===== src/rtl/uart_mmio_bridge.sv =====
// Generic first-word-fall-through queue with read/write pointers and an occupancy count.
// Latency: a written entry reaches the head the cycle after its write edge; empty/full are 0-cycle from the count.
// Backpressure: a push while full and a pop while empty are ignored; callers gate on full_o/empty_o.
module uart_mmio_bridge_fifo #(
   parameter int DEPTH = 4,
   parameter int WIDTH = 8
) (
   input  logic             clk,
   input  logic             rst_n,
   input  logic             push_i,
   input  logic [WIDTH-1:0] wdata_i,
   input  logic             pop_i,
   output logic [WIDTH-1:0] head_o,
   output logic             empty_o,
   output logic             full_o
);

   localparam int AW = $clog2(DEPTH);
   localparam int CW = AW + 1;

   logic [WIDTH-1:0] mem_q [DEPTH];
   logic [AW-1:0]    wr_ptr_q, wr_ptr_d;
   logic [AW-1:0]    rd_ptr_q, rd_ptr_d;
   logic [CW-1:0]    count_q, count_d;
   logic             wr_en;
   logic             rd_en;

   // Status is derived purely from the count so it is valid even while reset is asserted.
   assign empty_o = (count_q == '0);
   assign full_o  = (count_q == CW'(DEPTH));
   assign wr_en   = push_i && !full_o;
   assign rd_en   = pop_i && !empty_o;
   assign head_o  = mem_q[rd_ptr_q];

   // Pointer and count next-state; power-of-two depth makes pointer wrap implicit.
   always_comb begin
      wr_ptr_d = wr_ptr_q;
      rd_ptr_d = rd_ptr_q;
      count_d  = count_q;
      if (wr_en) wr_ptr_d = wr_ptr_q + AW'(1);
      if (rd_en) rd_ptr_d = rd_ptr_q + AW'(1);
      case ({wr_en, rd_en})
         2'b10:   count_d = count_q + CW'(1);
         2'b01:   count_d = count_q - CW'(1);
         default: count_d = count_q;
      endcase
   end

   // Bookkeeping registers; clearing them discards whatever is left in storage.
   always_ff @(posedge clk or negedge rst_n) begin
      if (!rst_n) begin
         wr_ptr_q <= '0;
         rd_ptr_q <= '0;
         count_q  <= '0;
      end else begin
         wr_ptr_q <= wr_ptr_d;
         rd_ptr_q <= rd_ptr_d;
         count_q  <= count_d;
      end
   end

   // Storage array; contents need no reset because the count masks stale entries.
   always_ff @(posedge clk) begin
      if (wr_en) mem_q[wr_ptr_q] <= wdata_i;
   end

endmodule

// EX-stage MMIO bridge: RX bytes buffered for loads of 0x80000004, stores to 0x80000008 queued for TX.
// Latency: status and read data are combinational from FIFO state; pops/pushes land at the EX-cycle edge.
// Backpressure: RX ready drops when the RX FIFO is full; a store to a full TX FIFO is dropped and flagged.
module uart_mmio_bridge #(
   parameter int RX_DEPTH = 8,
   parameter int TX_DEPTH = 4
) (
   input  logic        clk,
   input  logic        rst_n,
   input  logic [31:0] mem_addr_i,
   input  logic        mem_re_i,
   input  logic        mem_we_i,
   input  logic [31:0] mem_wdata_i,
   input  logic [7:0]  uart_rx_data_out,
   input  logic        uart_rx_data_out_valid,
   output logic        uart_rx_data_out_ready,
   output logic [7:0]  uart_tx_data_in,
   output logic        uart_tx_data_in_valid,
   input  logic        uart_tx_data_in_ready,
   output logic        uart_rx_out_valid,
   output logic        uart_tx_in_ready,
   output logic [7:0]  uart_read_o,
   output logic        tx_overflow_o
);

   localparam logic [31:0] ADDR_RX_DATA = 32'h8000_0004;
   localparam logic [31:0] ADDR_TX_DATA = 32'h8000_0008;

   logic       rx_push, rx_pop, rx_empty, rx_full;
   logic [7:0] rx_head;
   logic       tx_push, tx_pop, tx_empty, tx_full;
   logic [7:0] tx_head;
   logic       ld_rx_hit, st_tx_hit;
   logic       tx_overflow_q, tx_overflow_d;
   logic       unused_wdata_hi;

   // Only the low byte of store data reaches the transmitter.
   assign unused_wdata_hi = ^mem_wdata_i[31:8];

   // Address decode and FIFO handshakes; loads and stores are evaluated independently.
   always_comb begin
      ld_rx_hit = mem_re_i && (mem_addr_i == ADDR_RX_DATA);
      st_tx_hit = mem_we_i && (mem_addr_i == ADDR_TX_DATA);
      rx_push   = uart_rx_data_out_valid && !rx_full;
      rx_pop    = ld_rx_hit && !rx_empty;
      tx_push   = st_tx_hit && !tx_full;
      tx_pop    = !tx_empty && uart_tx_data_in_ready;
   end

   uart_mmio_bridge_fifo #(
      .DEPTH (RX_DEPTH),
      .WIDTH (8)
   ) u_rx_fifo (
      .clk     (clk),
      .rst_n   (rst_n),
      .push_i  (rx_push),
      .wdata_i (uart_rx_data_out),
      .pop_i   (rx_pop),
      .head_o  (rx_head),
      .empty_o (rx_empty),
      .full_o  (rx_full)
   );

   uart_mmio_bridge_fifo #(
      .DEPTH (TX_DEPTH),
      .WIDTH (8)
   ) u_tx_fifo (
      .clk     (clk),
      .rst_n   (rst_n),
      .push_i  (tx_push),
      .wdata_i (mem_wdata_i[7:0]),
      .pop_i   (tx_pop),
      .head_o  (tx_head),
      .empty_o (tx_empty),
      .full_o  (tx_full)
   );

   // Overflow is sticky: set by a TX store that sees the pre-edge full flag, cleared only by reset.
   always_comb begin
      tx_overflow_d = tx_overflow_q;
      if (st_tx_hit && tx_full) tx_overflow_d = 1'b1;
   end

   // Overflow flag register.
   always_ff @(posedge clk or negedge rst_n) begin
      if (!rst_n) tx_overflow_q <= 1'b0;
      else        tx_overflow_q <= tx_overflow_d;
   end

   // Status and data toward ex_wb and the UART; empty FIFOs present zero data.
   always_comb begin
      uart_rx_data_out_ready = !rx_full;
      uart_rx_out_valid      = !rx_empty;
      uart_read_o            = rx_empty ? 8'h00 : rx_head;
      uart_tx_in_ready       = !tx_full;
      uart_tx_data_in_valid  = !tx_empty;
      uart_tx_data_in        = tx_empty ? 8'h00 : tx_head;
      tx_overflow_o          = tx_overflow_q;
   end

endmodule

===== config.mk =====
export PLATFORM = sky130hd
export DESIGN_NAME = uart_mmio_bridge
export DESIGN_NICKNAME = d
export VERILOG_FILES = /design/src/rtl/uart_mmio_bridge.sv
export SDC_FILE = /design/constraint.sdc
export NUM_CORES = 1
export LEC_CHECK = 0
export CAP_MARGIN = 40
export CORE_MARGIN = 3
export CORE_UTILIZATION = 57
export CTS_BUF_LIST = sky130_fd_sc_hd__clkbuf_8
export DETAILED_ROUTE_END_ITERATION = 8
export PLACE_DENSITY_LB_ADDON = 0.3
export SETUP_SLACK_MARGIN = 0.3
export SYNTH_ARGS = -nofsm -noshare
export SYNTH_HDL_FRONTEND = slang
export SYNTH_SLANG_ARGS = --single-unit

===== constraint.sdc =====
create_clock -name clk -period 5.25 [get_ports clk]
set_clock_uncertainty 0.15 [all_clocks]
set_input_delay 1.3125 -clock clk [delete_from_list [all_inputs] [get_ports clk]]
set_output_delay 1.3125 -clock clk [all_outputs]
set_load 0.01 [all_outputs]

==> Flow_metrics.wiki <==
{| class="wikitable"
! Metric !! Value
|-
| Fraction of layout instances using a drive strength above 1 || 20.3%
|-
| GR Overflow Total || 0
|-
| EDFF count, synth || 96
|-
| Least setup slack across all paths after layout || 1.27 ns
|-
| Setup-failing EPs final || 0
|-
| Critical path class || reg2out
|-
| Count of H-tree levels built during CTS || 4
|-
| Weighted congestion at the end of routability-driven global placement || 0.819
|-
| Area enclosed by the die boundary || 9630 sq um
|-
| CTS tree || done
|-
| Number of nets in the synthesized netlist || 355
|-
| Start point of the worst min-delay path || tx_overflow_o$_DFFE_PN0P_
|-
| Clock sink count || 114
|-
| Top cell type's share of synthesized area || 59.6%
|-
| Floorplan die width || 98.1 microns
|-
| CP Data Arrival Time || 2.52 ns
|-
| Clk Latency, worst-skew pair || 0.41 ns
|-
| Layout-stage area growth over the synthesis result || 26.0%
|-
| Via count || 2,679
|-
| Io pins || 99
|-
| Tightest slew margin relative to the limit || 40.5%
|-
| TritonRoute pass-1 iters || 4
|-
| Share of the yosys chip area belonging to registers || 68.9%
|-
| Maximum buffer depth of the clock tree || 2
|-
| Most frequent cell after synthesis || edfxtp_1
|-
| Register bit count reported by yosys || 114
|-
| Commonest register cell after synthesis || edfxtp_1
|-
| Number of gates resized after CTS || 0
|-
| Post-synthesis instance total || 265
|-
| Total number of yosys warnings || 0
|-
| Multi-input logic area || 1430 sq um
|-
| Launching instance or port of the critical path || u_rx_fifo.rd_ptr_q[0]$_DFFE_PN0P_
|-
| Highest achievable clock rate || 251 MHz
|-
| Slew of the pin with the lowest slew margin || 0.889 ns
|-
| Count of unique library cells instantiated by Yosys || 36
|-
| Number of pins exceeding their max-slew limit in the final report || 0
|-
| Register cell area after layout || 3330 sq um
|-
| Post-Synthesis Mean Instance Area || 18.3 sq um
|-
| Antenna cell count || 0
|-
| Nature of the critical path endpoint || primary output
|-
| Post-synthesis instance area || 4840 sq um
|-
| Number of I/O port buffers || 74
|-
| Post-route ant nets || 0
|-
| Clock buffers created by TritonCTS || 17
|-
| DRT Wirelength || 9050 microns
|-
| Cell types occupying the most area after synthesis || edfxtp_1 (60%), mux4_2 (11%), dfrtp_1 (9.3%)
|-
| CP Cell Sequence || buf_16, mux4_2, mux2i_1, nor2_1, clkdlybuf4s50_1
|-
| FFs w/ async S/R, synth || 15.8%
|-
| Number of DRC violations after detailed routing || 0
|-
| Required time of the critical path || 3.79 ns
|-
| Total track usage || 20.4%
|-
| Beginning of the worst register-to-register path || u_rx_fifo.count_q[0]$_DFFE_PN0P_
|-
| Outcome || finished clean
|-
| Die outline height || 98.1 microns
|-
| Power per unit of standard cell area || 412 nW/um^2
|-
| Share of the cycle needed by the critical path after routing || 75.8%
|-
| P_leak || 2.14 nW
|-
| Maximum number of pins on one net before global-route repair || 19
|-
| Post-layout minimum cycle time || 3.98 ns
|-
| Post-CTS setup buffer count || 0
|-
| Number of placement rows || 32
|-
| Slowest cell delay on critical path || 0.59 ns
|-
| Initial antenna violation count || 0
|-
| Cell taking the most area after synthesis || edfxtp_1
|-
| WL per Instance || 19.2 microns
|-
| Number of max-capacitance violations reported || 0
|-
| Worst min path class || reg2reg
|-
| Slowest cell on crit path || dfrtp_1
|-
| Clock tree root buffer cell || clkbuf_8
|-
| Number of global-route vias before repair || 2,823
|-
| Setup repair after global routing missed its margin || false
|-
| Final hold violation count || 0
|-
| CP startpoint kind || flop
|-
| Drt via density || 5.69
|-
| Final Hold Slack || 0.324 ns
|-
| Post-CTS clock slew at the launch and capture registers of the worst setup and hold paths || 0.07 ns
|-
| Core Area || 7970 sq um
|-
| Top fanout value on the critical path || 12
|-
| Worst VDD drop || 0.264 mV
|-
| Post-synth top cells || edfxtp_1 (96), mux4_2 (24), dfrtp_1 (18)
|-
| Initial DRC Count || 140
|-
| Worst slack after detailed placement || 1.01 ns
|-
| Final #Nets || 448
|-
| Final HPWL from detailed placement || 6190 microns
|-
| Hold buffer count at CTS || 0
|-
| Number of filler cells placed in the layout || 457
|-
| Effective utilization at floorplan || 60.7%
|-
| Total Negative Setup Slacks || 0 ns
|-
| First-pass GRT wire length || 14,600 microns
|}
registers in the layout, indices dropped and copies added (netlist names):
name / flops
u_tx_fifo.rd_ptr_q: 2
u_rx_fifo.count_q: 4
u_rx_fifo.mem_q: 64
u_rx_fifo.wr_ptr_q: 3
u_tx_fifo.count_q: 3
u_tx_fifo.mem_q: 32
u_tx_fifo.wr_ptr_q: 2
tx_overflow_o: 1
u_rx_fifo.rd_ptr_q: 3
layer usage:
metal  GRT usage (%)  wire (microns)  part of all wire [%]  vias to the layer above
met5               0               0                     0                        -
met4            5.88             106                   1.2                        0
met3            6.21             447                   4.9                       11
met2            33.7            4700                    52                       93
met1            26.4            3790                    42                     1362
li1                -               -                     -                     1213
where the power goes:
| part | total (W) | internal, W | leakage (nW) | switching [W] |
|---|---|---|---|---|
| Combinational | 0.000613 | 0.000347 | 0.890 | 0.000265 |
| Sequential | 0.00121 | 0.00111 | 1.09 | 0.000106 |
| Clock | 0.000685 | 0.000358 | 0.163 | 0.000328 |
| Total | 0.00251 | 0.00181 | 2.14 | 0.000699 |
critical path: cells and delay by family, from the launching register on:
| family | cells | cell delay, ns |
|---|---|---|
| buffers and inverters | 2 | 0.69 |
| DFF | 1 | 0.59 |
| muxes | 2 | 0.74 |
| and+or+nand+nor | 1 | 0.08 |
metrics by stage:
stage               instance area, sq um  cells  power (W)  utilization, %
floorplan                           4840    265    0.00154               -
detailed placement                  5760    440    0.00184            72.3
finish                              6100    471    0.00251            76.6
global placement                    5720    438    0.00181            71.8
CTS                                 6090    470    0.00253            76.5
global route                        6100    471    0.00264            76.6
cells in the final DEF (no fill, tap or decap), types with 3 or more instances in the layout:
cell type,n
nand2_1,7
nor3_1,5
dfrtp_1,18
clkinv_2,3
buf_4,9
ha_1,10
nor4_2,7
clkdlybuf4s50_1,74
xnor2_1,7
nor2_1,15
and2_1,13
clkinvlp_4,4
inv_1,11
clkinv_1,3
edfxtp_1,96
mux4_2,24
clkbuf_8,17
xor2_1,6
nand3_1,3
mux2i_1,11
layout make-up:
| type | count | share of cell area (%) |
|---|---|---|
| Clock buffer | 17 | 3.84 |
| Clock inverter | 13 | 1.62 |
| Inverter | 10 | 0.615 |
| Multi-Input combinational cell | 131 | 23.5 |
| Sequential cell | 114 | 54.6 |
| Tap cell | 102 | 2.09 |
| Timing Repair Buffer | 84 | 13.7 |
path summary, 6_finish.rpt:
check | to | slack (ns) | cells past startpoint
min in group asynchronous | u_rx_fifo.wr_ptr_q[1]$_DFFE_PN0P_ | 1.20 | 1
max in group asynchronous | u_tx_fifo.rd_ptr_q[1]$_DFFE_PN0P_ | 3.25 | 1
min reg2reg | tx_overflow_o$_DFFE_PN0P_ | 0.32 | 1
max reg2reg | u_rx_fifo.count_q[3]$_DFFE_PN0P_ | 2.60 | 9
max | uart_read_o[2] | 1.27 | 5
min | tx_overflow_o$_DFFE_PN0P_ | 0.32 | 1
cells by family (layout without fill, tap and decap cells):
logic type                 count (synthesis)  after routing  share of synthesized area (%)
AOI/OAI and AO/OA                          3              3                          0.362
xor gates and xnor gates                  13             13                           2.35
adders and majority gates                 12             12                           3.41
buffers and inverters                     20            124                           1.65
DFF                                      114            114                           68.9
muxes                                     38             38                           14.2
and+or+nand+nor                           65             65                           9.13
Power figures use the tool's default switching activity.
